<file path="config.mk">
export PLATFORM = sky130hd
export DESIGN_NAME = uart_ser_param
export DESIGN_NICKNAME = d
export VERILOG_FILES = /design/src/rtl/uart_ser_pkg.sv /design/src/rtl/uart_ser_hold_buf.sv /design/src/rtl/uart_ser_param.sv
export SDC_FILE = /design/constraint.sdc
export NUM_CORES = 1
export LEC_CHECK = 0
export CORE_ASPECT_RATIO = 1.1
export CORE_MARGIN = 3
export CORE_UTILIZATION = 43
export CTS_BUF_LIST = sky130_fd_sc_hd__clkbuf_4 sky130_fd_sc_hd__clkbuf_8 sky130_fd_sc_hd__clkbuf_16
export CTS_CLUSTER_SIZE = 30
export DETAILED_ROUTE_END_ITERATION = 8
export PLACE_DENSITY_LB_ADDON = 0.25
export SLEW_MARGIN = 40
export SYNTH_ARGS = -nofsm -noshare
export SYNTH_HDL_FRONTEND = slang
export SYNTH_SLANG_ARGS = --single-unit
</file>
<file path="constraint.sdc">
create_clock -name CLK -period 1.58 [get_ports CLK]
set_input_delay 0.237 -clock CLK [delete_from_list [all_inputs] [get_ports CLK]]
set_output_delay 0.237 -clock CLK [all_outputs]
set_load 0.02 [all_outputs]
</file>
<file path="src/rtl/uart_ser_pkg.sv">
// Shared types and helpers for the parametrised UART TX serializer.
// The optional hold buffer is enabled by defining UART_SER_HOLD_BUF_EN.
package uart_ser_pkg;

  typedef enum logic [1:0] {
    SER_IDLE   = 2'd0,
    SER_LOADED = 2'd1,
    SER_SHIFT  = 2'd2
  } ser_state_e;

  localparam bit SER_LSB_FIRST = 1'b1;
  localparam bit SER_MSB_FIRST = 1'b0;

  // Bit counter width; clamped to 1 so tiny widths still get a usable counter.
  function automatic int SER_CNT_W(input int data_width);
    return (data_width > 1) ? $clog2(data_width) : 1;
  endfunction

endpackage

</file>
<file path="src/rtl/uart_ser_hold_buf.sv">
// One-word hold buffer for back-to-back frames in the UART TX serializer.
// Instantiated by uart_ser_param only when UART_SER_HOLD_BUF_EN is defined.
module uart_ser_hold_buf #(
  parameter int DATA_WIDTH = 8
) (
  input  logic                  CLK,
  input  logic                  RST,
  input  logic                  wr_en,
  input  logic                  rd_en,
  input  logic [DATA_WIDTH-1:0] wr_data,
  output logic [DATA_WIDTH-1:0] hold_data,
  output logic                  hold_valid,
  output logic                  ready
);

  logic [DATA_WIDTH-1:0] data_r;
  logic                  valid_r;

  // Writes only happen while empty and reads only while full, so they never collide.
  always_ff @(posedge CLK or negedge RST) begin
    if (!RST) begin
      data_r  <= {DATA_WIDTH{1'b0}};
      valid_r <= 1'b0;
    end else if (wr_en) begin
      data_r  <= wr_data;
      valid_r <= 1'b1;
    end else if (rd_en) begin
      valid_r <= 1'b0;
    end
  end

  // Buffer status outputs.
  always_comb begin
    hold_data  = data_r;
    hold_valid = valid_r;
    ready      = !valid_r;
  end

endmodule

</file>
<file path="src/rtl/uart_ser_param.sv">
// Parametrised UART TX serializer: handshake load, pausable shift-out, frame copy for parity.
// Define UART_SER_HOLD_BUF_EN to add the one-word hold buffer for back-to-back frames.
module uart_ser_param
  import uart_ser_pkg::*;
#(
  parameter int DATA_WIDTH = 8,
  parameter bit LSB_FIRST  = SER_LSB_FIRST
) (
  input  logic                  CLK,
  input  logic                  RST,
  input  logic [DATA_WIDTH-1:0] P_Data,
  input  logic                  Data_Valid,
  output logic                  load_ready,
  input  logic                  ser_en,
  output logic                  ser_data,
  output logic                  ser_done,
  output logic                  ser_busy,
  output logic [DATA_WIDTH-1:0] frame_data
);

  localparam int               CNT_W    = SER_CNT_W(DATA_WIDTH);
  localparam logic [CNT_W-1:0] CNT_LAST = CNT_W'(DATA_WIDTH - 1);
  localparam logic [CNT_W-1:0] CNT_ONE  = CNT_W'(1);
  localparam logic [CNT_W-1:0] CNT_ZERO = CNT_W'(0);
  localparam bit               OUT_LSB  = (LSB_FIRST != SER_MSB_FIRST);

  localparam logic [1:0] IDLE   = SER_IDLE;
  localparam logic [1:0] LOADED = SER_LOADED;
  localparam logic [1:0] SHIFT  = SER_SHIFT;

  logic [1:0]            state_r, state_nx_s;
  logic [DATA_WIDTH-1:0] shreg_r, shreg_nx_s;
  logic [DATA_WIDTH-1:0] frame_r, frame_nx_s;
  logic [CNT_W-1:0]      cnt_r, cnt_nx_s;

  logic                  accept_s;
  logic                  done_s;
  logic                  active_s;
  logic                  reload_s;
  logic [DATA_WIDTH-1:0] reload_data_s;

  // Handshake and end-of-frame decode.
  always_comb begin
    active_s = (state_r != IDLE);
    accept_s = Data_Valid && load_ready;
    done_s   = ser_en && (cnt_r == CNT_LAST) && active_s;
  end

`ifdef UART_SER_HOLD_BUF_EN
  logic                  hold_wr_s;
  logic                  hold_rd_s;
  logic                  hold_valid_s;
  logic [DATA_WIDTH-1:0] hold_data_s;

  // Mid-frame accepts park in the hold buffer; on the last bit either the parked
  // word or a same-cycle accept goes straight into the shifter.
  always_comb begin
    hold_wr_s     = accept_s && active_s && !done_s;
    hold_rd_s     = done_s && hold_valid_s;
    reload_s      = hold_valid_s || accept_s;
    reload_data_s = hold_valid_s ? hold_data_s : P_Data;
  end

  uart_ser_hold_buf #(
    .DATA_WIDTH(DATA_WIDTH)
  ) u_hold_buf (
    .CLK        (CLK),
    .RST        (RST),
    .wr_en      (hold_wr_s),
    .rd_en      (hold_rd_s),
    .wr_data    (P_Data),
    .hold_data  (hold_data_s),
    .hold_valid (hold_valid_s),
    .ready      (load_ready)
  );
`else
  // Single-buffered: only an idle block accepts, so a frame always ends in IDLE.
  always_comb begin
    load_ready    = (state_r == IDLE);
    reload_s      = 1'b0;
    reload_data_s = P_Data;
  end
`endif

  // Next-state logic: load, shift one bit per enabled cycle, pause otherwise.
  always_comb begin
    state_nx_s = state_r;
    shreg_nx_s = shreg_r;
    frame_nx_s = frame_r;
    cnt_nx_s   = cnt_r;
    case (state_r)
      IDLE: begin
        if (accept_s) begin
          state_nx_s = LOADED;
          shreg_nx_s = P_Data;
          frame_nx_s = P_Data;
          cnt_nx_s   = CNT_ZERO;
        end else begin
          state_nx_s = IDLE;
        end
      end
      LOADED, SHIFT: begin
        if (done_s) begin
          if (reload_s) begin
            state_nx_s = LOADED;
            shreg_nx_s = reload_data_s;
            frame_nx_s = reload_data_s;
            cnt_nx_s   = CNT_ZERO;
          end else begin
            state_nx_s = IDLE;
          end
        end else if (ser_en) begin
          state_nx_s = SHIFT;
          cnt_nx_s   = cnt_r + CNT_ONE;
          if (OUT_LSB) begin
            shreg_nx_s = {1'b0, shreg_r[DATA_WIDTH-1:1]};
          end else begin
            shreg_nx_s = {shreg_r[DATA_WIDTH-2:0], 1'b0};
          end
        end else begin
          state_nx_s = state_r;
        end
      end
      default: begin
        state_nx_s = IDLE;
      end
    endcase
  end

  // State and datapath registers; reset aborts any frame in flight.
  always_ff @(posedge CLK or negedge RST) begin
    if (!RST) begin
      state_r <= IDLE;
      shreg_r <= {DATA_WIDTH{1'b0}};
      frame_r <= {DATA_WIDTH{1'b0}};
      cnt_r   <= CNT_ZERO;
    end else begin
      state_r <= state_nx_s;
      shreg_r <= shreg_nx_s;
      frame_r <= frame_nx_s;
      cnt_r   <= cnt_nx_s;
    end
  end

  // Line idles high; otherwise the output end of the shifter drives the line.
  always_comb begin
    if (state_r == IDLE) begin
      ser_data = 1'b1;
    end else if (OUT_LSB) begin
      ser_data = shreg_r[0];
    end else begin
      ser_data = shreg_r[DATA_WIDTH-1];
    end
  end

  // Status outputs.
  always_comb begin
    ser_done   = done_s;
    ser_busy   = active_s;
    frame_data = frame_r;
  end

endmodule

</file>
==> results.py <==
metrics = {
    "status": {
        "run_status": "complete, but fails checks",
        "violations": "negative setup slack",
    },
    "die": {
        "die_y_um": 57.0,
        "rows": 17,
        "ios": 24,
        "core_sq_mm": 0.00213,
        "start_util_pct": 47.8,
        "die_area_sq_mm": 0.00298,
        "fp.dieW_um": 52.3,
    },
    "cts": {
        "numClockSinks": 21,
        "cts_tree": "done",
        "clkLatencyLatePin_ns": 0.30,
        "numCtsBuffers": 3,
        "clk_pin_slew_worst_paths_ns": 0.11,
        "max-clock-path-buffers": 2,
        "htree_levels": 1,
        "root_buffer": "clkbuf_4",
        "cts_hold_buf": 0,
    },
    "critical_path": {
        "startpoint": "cnt_r[1]",
        "path_class": "reg -> reg",
        "crit_required_ns": 1.78,
        "critical_path_cell_count": 6,
        "path_cells": "ha_2, ha_4, nor4bb_4, a31oi_2, buf_6, mux2_4",
        "worstReg2RegStart": "cnt_r[1]",
        "worst-r2r-setup-slack_ns": -0.1,
        "r2r_cells": 6,
        "worstPathArrival_ns": 1.88,
        "crit_fanout": 6,
        "cp_top_family": "flip-flops",
        "setup.worst_path.end": "shreg_r[6]",
        "r2r-end": "shreg_r[6]",
        "critPathBufInv": 1,
        "critPathMaxStageDelay_ns": 0.41,
        "cp-end-kind": "register",
        "cp_slowest_cell": "dfrtp_1",
        "critPathLaunchType": "register",
    },
    "grt": {
        "grt_max_degree": 22,
        "grt_overflow_total": 0,
        "first_global_vias": 727,
        "grtUsageTotal_pct": 14.2,
        "grt_pass1_wl_mm": 3.24,
        "antenna_found_initial": 0,
    },
    "cells_and_area": {
        "instances_no_fill": 143,
        "multi_input_area_sq_um": 513,
        "fillers": 158,
        "layout-drive-gt1-share_pct": 49.6,
        "antenna_cells": 0,
        "syn2layout_area_growth_pct": 46.1,
        "finalNetCount": 132,
        "regArea_sq_um": 526,
    },
    "drt": {
        "vias_per_cell": 4.95,
        "vias": 708,
        "drt_iter0_markers": 4,
        "firstDrtPassIters": 2,
        "antenna_left": 0,
        "wl_per_cell_um": 13.2,
        "wl_mm": 1.89,
        "drc_errors": 0,
    },
    "synth": {
        "syn_inst": 73,
        "synthFlopType": "dfrtp_1",
        "synth_area_leaders": "dfrtp_1, mux2_2, mux2_4, ha_1, mux2i_1",
        "ys_seq_area_share_pct": 51.7,
        "yosysTopAreaCellShare_pct": 51.7,
        "synth_edf_count": 0,
        "synth_fp_nets": 89,
        "syn-cell-area_sq_mm": 0.00102,
        "synth-async-reset-ratio_pct": 100,
        "yosysMostFrequentCell": "dfrtp_1",
        "synth_commonest_cells": "dfrtp_1, mux2_2, mux2_4",
        "synth_warnings": 0,
        "synth_top_area_cell": "dfrtp_1",
        "syn_area_per_cell_sq_um": 13.9,
        "ys_seq_elements": 21,
        "synth_cell_type_count": 21,
    },
    "sta": {
        "setup_viol": 11,
        "finalHoldViolCount": 0,
        "tns_ns": -0.877,
        "report.final.slew_viol_count": 0,
        "post-route-min-period_ns": 1.68,
        "clock_skew_ns": 0.00100,
        "slew_headroom_pct": 81.6,
        "fmax_mhz": 597,
        "rsz0062_at_grt": "yes",
        "tightest_slew_ns": 0.276,
        "min_period_over_period_pct": 106,
        "hold-worst-slack_ns": 0.265,
        "fin_ws_ns": -0.0959,
    },
    "placed_design": {
        "port_buffers": 23,
        "place_congestion": 0.668,
        "dp.cells": 134,
        "hpwl_mm": 1.34,
        "dp_slack_ns": -0.196,
    },
    "power_and_ir_drop": {
        "powerDensity_mw_per_mm2": 2020,
        "leakage_nw": 0.696,
        "p_total_mw": 2.99,
        "ir_drop_mv": 1.10,
    },
    "hold_path": {
        "hp-class": "in -> async",
    },
    "job": {
        "maxCapViolations": 0,
    },
}
-- per-layer routing --
metal	GRT usage, %	part of all wire (%)	vias to the layer above
met5	0	0	-
met4	5.47	1.2	0
met3	2.61	5.6	3
met2	22.3	50	20
met1	19.1	44	343
li1	-	-	342
-- kinds of logic after synthesis --
family	synth area share, %
AO/OA/AOI/OAI	2.59
adder cells (fa/ha/maj)	4.93
buffers and inverters	3.32
flip-flops	51.7
multiplexers	30.0
AND/OR/NAND/NOR	7.39
-- timing repair --
item	in CTS	in global routing
endpoints found under the setup margin	12	15
gates resized for setup	15	13
setup buffers	3	2
pin swaps	3	5
-- where the power goes --
part	leakage, nW	total [mW]	internal, mW	switching, mW
sequential	0.255	0.916	0.788	0.127
clock	0.0184	0.277	0.116	0.162
combinational	0.422	1.80	1.09	0.707
-- per-stage QoR --
| step | util (%) | instance area (sq um) |
|---|---|---|
| after floorplan | - | 1030 |
| after global placement | 64.6 | 1370 |
| after detailed placement | 64.6 | 1370 |
| after CTS | 67.5 | 1440 |
| after global routing | 69.8 | 1480 |
| final | 69.8 | 1480 |
-- placed cells by master (no fill, tap or decap), types with 2 or more instances in the layout --
| cell type | n |
|---|---|
| dfrtp_1 | 21 |
| clkdlybuf4s50_1 | 19 |
| mux2_2 | 15 |
| buf_4 | 14 |
| mux2_4 | 8 |
| buf_6 | 5 |
| clkbuf_4 | 4 |
| inv_1 | 3 |
| nand2_1 | 3 |
| inv_2 | 2 |
| mux2i_1 | 2 |
| o22ai_1 | 2 |
| ha_4 | 2 |
| clkbuf_2 | 2 |
-- final cells by class --
class                           count  area share, %
Clock buffer                        4           2.02
Inverter                            5           1.26
Multi-Input combinational cell     45           34.6
Sequential cell                    21           35.4
Tap cell                           28           2.36
Timing Repair Buffer               40           24.4
-- flip-flops by register name, summed over array words and instances (netlist names) --
register	cells
cnt_r	3
state_r	2
frame_data	8
shreg_r	8
-- how the worst min path moves through the flow --
| stage | cells past startpoint | start | to | slack, ns |
|---|---|---|---|---|
| after floorplan | 0 | RST | cnt_r[0] | -0.06 |
| after global routing | 2 | RST | state_r[0] | 0.28 |
| after global placement | 1 | shreg_r[7] | shreg_r[7] | 0.46 |
| final | 2 | RST | state_r[0] | 0.26 |
| after detailed placement | 1 | shreg_r[7] | shreg_r[7] | 0.47 |
| after CTS | 2 | RST | state_r[0] | 0.27 |
(Power assumes the default switching activity.)
==> patch 1, RTL diff (config.mk and constraints unchanged) <==
Make the reset (`RST`) synchronous in one clocked block.
--- a/src/rtl/uart_ser_param.sv
+++ b/src/rtl/uart_ser_param.sv
@@ -128,7 +128,7 @@
   end
 
   // State and datapath registers; reset aborts any frame in flight.
-  always_ff @(posedge CLK or negedge RST) begin
+  always_ff @(posedge CLK) begin
     if (!RST) begin
       state_r <= IDLE;
       shreg_r <= {DATA_WIDTH{1'b0}};
Check against the original RTL: differs if RST is asserted again (counterexample within 4 cycles, from zero or initial values and one cycle with RST low); with RST held inactive, the same outputs for 10 cycles.
==> patch 1 against the original RTL <==
- sequential cell count unchanged
- wire length increased by 14%
- core utilization decreased by 1.1 points
- setup slack improved by 0.12 ns
- non-clock buffer count increased by 1
- final area decreased by 2.6%
- synthesized area decreased by 1.7%
- highest routed layer unchanged
Power is not compared: it rests on default switching activity, and its combinational part moved more than twofold at a synthesized area within 25%.
==> patch 1: results (changes against the original RTL) <==
[clock_network]
cts_resized=29  ; was 15

[synthesis]
synth.area.top_cells=dfxtp_1 42%, nand2_1 13%, mux2i_1 11%  ; was dfrtp_1 52%, mux2_2 18%, mux2_4 10%
synth_cell_type_count=22  ; was 21
yosys-top-cells-count=35 x nand2_1, 21 x dfxtp_1, 11 x mux2i_1  ; was 21 x dfrtp_1, 16 x mux2_2, 7 x mux2_4
synthArstFlopShare=0  ; was 1.000
yosysSeqAreaShare=0.4211  ; was 0.5172
synthCells=110  ; was 73
syn-num-nets=126  ; was 89

[setup_path]
max_stage_delay_ns=0.35  ; was 0.41 ns
cp_slowest_cell=dfxtp_2  ; was dfrtp_1
endpoint=ser_done  ; was shreg_r[6]$_DFFE_PN0P_
cp_max_fo=2  ; was 6
r2r_slack_ns=0.06  ; was -0.1 ns
timing.rr.start=state_r[1]$_SDFFE_PN0P_  ; was cnt_r[1]$_DFFE_PN0P_
r2r-end=shreg_r[0]$_SDFFE_PN0P_  ; was shreg_r[6]$_DFFE_PN0P_
startpoint=cnt_r[1]$_SDFFE_PN0P_  ; was cnt_r[1]$_DFFE_PN0P_
cp.arrival_ns=1.32  ; was 1.88 ns

[timing]
fin_ws_ns=0.02677  ; was -0.09590 ns
fin_skew_ns=0.008290  ; was 0.001004 ns
slew_headroom=0.8482  ; was 0.8162
finalHoldWorstSlack_ns=0.4644  ; was 0.2645 ns

[grt]
grt_max_degree=17  ; was 22
grt_usage=0.1632  ; was 0.1416
grt_pass1_vias=886  ; was 727

[cells_and_area]
seq-cell-share=0.2944  ; was 0.3541
n_fill_cell=180  ; was 158
buffers=41  ; was 40
design.seq.count=21  ; unchanged
multi_input_area_share=0.4026  ; was 0.3457
multi_input_cells=80  ; was 45
buf_share=0.2502  ; was 0.2437
finalInstanceArea_sq_mm=0.001445  ; was 0.001484 sq mm

[placed_design]
dp.cells=171  ; was 134
place_area_sq_mm=0.001351  ; was 0.001374 sq mm
place_ws_ns=-0.1716  ; was -0.1958 ns
hpwl_um=1612  ; was 1338 um
place_congestion=0.7602  ; was 0.6678

[run_status]
outcome=complete, no violations  ; was complete, but fails checks

[worst_hold_path]
hp-class=reg2reg  ; was in2async

[routing]
vias=861  ; was 708
wirelength_um=2153  ; was 1887 um
initialDrtViolationCount=10  ; was 4
firstDrtPassIters=4  ; was 2
wl_per_cell_um=12.16  ; was 13.20 um

[power]
sw_frac_of_total=0.2746
combinationalPowerShare=0.284

[die]
core_area_sq_mm=0.002106  ; was 0.002127 sq mm

[patch 1: cell types whose count changed after synthesis, sizes merged, moves of 8 or more]
cell    delta
mux2      -16
mux2i      +9
nand2     +32
dfrtp     -21
a21boi     +8
dfxtp     +21
[patch 1: logic make-up (layout without fill, tap and decap cells)]
family,Yosys count,count (layout),share of synthesized area
flip-flops,21,21,0.4210
AO/OA/AOI/OAI,11,11,0.08522
adder cells (fa/ha/maj),4,4,0.05013
multiplexers,18,18,0.1892
buffers and inverters,9,48,0.04386
AND/OR/NAND/NOR,47,47,0.2105
[patch 1: metal layers]
layer,part of all wire,wire [um],up-vias,GRT usage
met2,0.50,1080,10,0.2765
met4,0.0065,14,0,0.05618
met5,0,0,-,0
li1,-,-,448,-
met1,0.46,997,401,0.2056
met3,0.028,60,2,0.02387
[patch 1: tightest hold or removal path: cells and delay by family, from the launching register on]
family	cells	cell delay [ns]
flip-flops	1	0.33
multiplexers	1	0.05
AND/OR/NAND/NOR	1	0.05
==> patch 2, RTL diff (same settings) <==
Made on the original files. `DATA_WIDTH`: 8 -> 12.
--- a/src/rtl/uart_ser_param.sv
+++ b/src/rtl/uart_ser_param.sv
@@ -3,7 +3,7 @@
 module uart_ser_param
   import uart_ser_pkg::*;
 #(
-  parameter int DATA_WIDTH = 8,
+  parameter int DATA_WIDTH = 12,
   parameter bit LSB_FIRST  = SER_LSB_FIRST
 ) (
   input  logic                  CLK,
Interface: changed (resized P_Data and frame_data); port bits go from 24 to 32. The function was not compared with the original's and may differ.
==> patch 2 against the original RTL <==
- setup slack got worse by 0.032 ns
- worst hold slack improved by 0.0085 ns
- final area rose by 44%
- sequential cell count rose by 9
- power rose by 64%
- wire length rose by 56%
- the run still ends with negative setup slack left
- synthesized area rose by 50%
==> patch 2: results (changes against the original RTL) <==
[cells_and_area]
drive_gt1_frac=0.5157  ; was 0.4957
fin_nets=179  ; was 132
antenna_cells=0  ; unchanged
fin_cells=207  ; was 143

[grt]
use_met1=0.1817  ; was 0.1913
grt.met2_usage=0.2583  ; was 0.2234
grt_usage=0.1562  ; was 0.1416
grt_max_degree=31  ; was 22
grt_pass1_vias=1072  ; was 727
grt_pass1_wl_um=5037  ; was 3236 um
grt_use_met3=0.06404  ; was 0.02611

[synthesis]
synthCells=105  ; was 73
synth_xor_area_frac=0  ; unchanged
synthArstFlopShare=1.000  ; unchanged
yosys-top-cells-count=30 x dfrtp_1, 26 x mux2_2, 9 x mux2_4  ; was 21 x dfrtp_1, 16 x mux2_2, 7 x mux2_4
synth_cell_type_count=29  ; was 21
muxShareOfSynthArea=0.2871  ; was 0.3005
yosysSeqAreaShare=0.4922  ; was 0.5172
synth.area.top_cells=dfrtp_1 49%, mux2_2 19%, mux2_4 8.9%  ; was dfrtp_1 52%, mux2_2 18%, mux2_4 10%
syn-num-nets=124  ; was 89
synth_compound_area_frac=0.06235  ; was 0.02586
synth_fa_ha_area_frac=0.02461  ; was 0.04926

[routing]
wirelength_um=2950  ; was 1887 um
initialDrtViolationCount=44  ; was 4
avgViaCountPerCell=5.010  ; was 4.951
wl_met1_um=1274  ; was 822 um
route.met2.wl_um=1471  ; was 935 um
firstDrtPassIters=4  ; was 2
wl_met3_um=148  ; was 105 um

[placed_design]
hpwl_um=2036  ; was 1338 um
place_congestion=0.7585  ; was 0.6678
port_buffers=31  ; was 23
dp.cells=195  ; was 134

[setup_path]
r2r-end=shreg_r[10]$_DFFE_PN0P_  ; was shreg_r[6]$_DFFE_PN0P_
cp_max_fo=6  ; unchanged
cp.arrival_ns=1.92  ; was 1.88 ns
timing.rr.start=cnt_r[1]$_DFFE_PN0P_  ; unchanged

[timing]
fin_skew_ns=0.01488  ; was 0.001004 ns
setup_viol=13  ; was 11
slew_headroom=0.7516  ; was 0.8162
final.setup.tns_ns=-1.416  ; was -0.8772 ns
fin_ws_ns=-0.1283  ; was -0.09590 ns

[power]
p_int_uw=3239  ; was 1997 uW
power_leakage_uw=0.001016  ; was 0.0006957 uW
max-vdd-ir-drop_v=0.0009989  ; was 0.001095 V

[run_status]
violations=negative setup slack  ; unchanged
outcome=complete, but fails checks  ; unchanged

[clock_network]
cts_setup_buffers=2  ; was 3
htreeDepth=2  ; was 1
ctsRootBufferMaster=clkbuf_4  ; unchanged
clk_latency_ns=0.33  ; was 0.30 ns
cts_buffer_depth=2  ; unchanged
cts_inserted_buffers=5  ; was 3
cts_resized=27  ; was 15

patch 2: how the worst max path moves through the flow:
stage                                start  slack [ns]                      end
finish                cnt_r[1]$_DFFE_PN0P_       -0.13  shreg_r[10]$_DFFE_PN0P_
detailed placement                  ser_en       -0.29   shreg_r[4]$_DFFE_PN0P_
global placement                    ser_en       -0.25   shreg_r[4]$_DFFE_PN0P_
global route        state_r[0]$_DFFE_PN0P_       -0.17   shreg_r[6]$_DFFE_PN0P_
floorplan           state_r[1]$_DFFE_PN0P_       -0.08     cnt_r[0]$_DFFE_PN0P_
CTS                   cnt_r[1]$_DFFE_PN0P_       -0.15   shreg_r[4]$_DFFE_PN0P_
patch 2: stage by stage:
step                  util  area, sq um  setup slack [ns]  hold slack [ns]  total power (uW)
floorplan                -         1538          -0.08330         -0.05859              3426
global placement    0.5876         1973           -0.2507           0.4636              4178
detailed placement  0.5876         1973           -0.2921           0.4670              4255
CTS                 0.6230         2092           -0.1459           0.2797              4919
global route        0.6371         2140           -0.1703           0.2971              5238
finish              0.6371         2140           -0.1283           0.2731              4900
patch 2: power by group through the flow:
stage / Combinational (uW) / Sequential [uW] / Clock [uW]
floorplan: 1880 / 1540 / 0
global placement: 2840 / 1340 / 0
detailed placement: 2890 / 1360 / 0
CTS: 3100 / 1350 / 471
global route: 3340 / 1400 / 506
finish: 3110 / 1350 / 448
patch 2: area by class of cell:
type | count | area [sq um]
fill | 276 | 1219
sequential | 30 | 750.7
multi-input combinational | 65 | 733.2
timing repair buffer | 53 | 525.5
tap | 48 | 60.06
clock buffer | 6 | 51.30
inverter | 5 | 18.77
patch 2: worst max-delay path: stages (launching register included):
cell,delay [ns]
dfrtp_1,0.39
ha_2,0.19
and3b_2,0.22
buf_6,0.13
o22ai_4,0.16
clkbuf_16,0.20
mux2_4,0.29
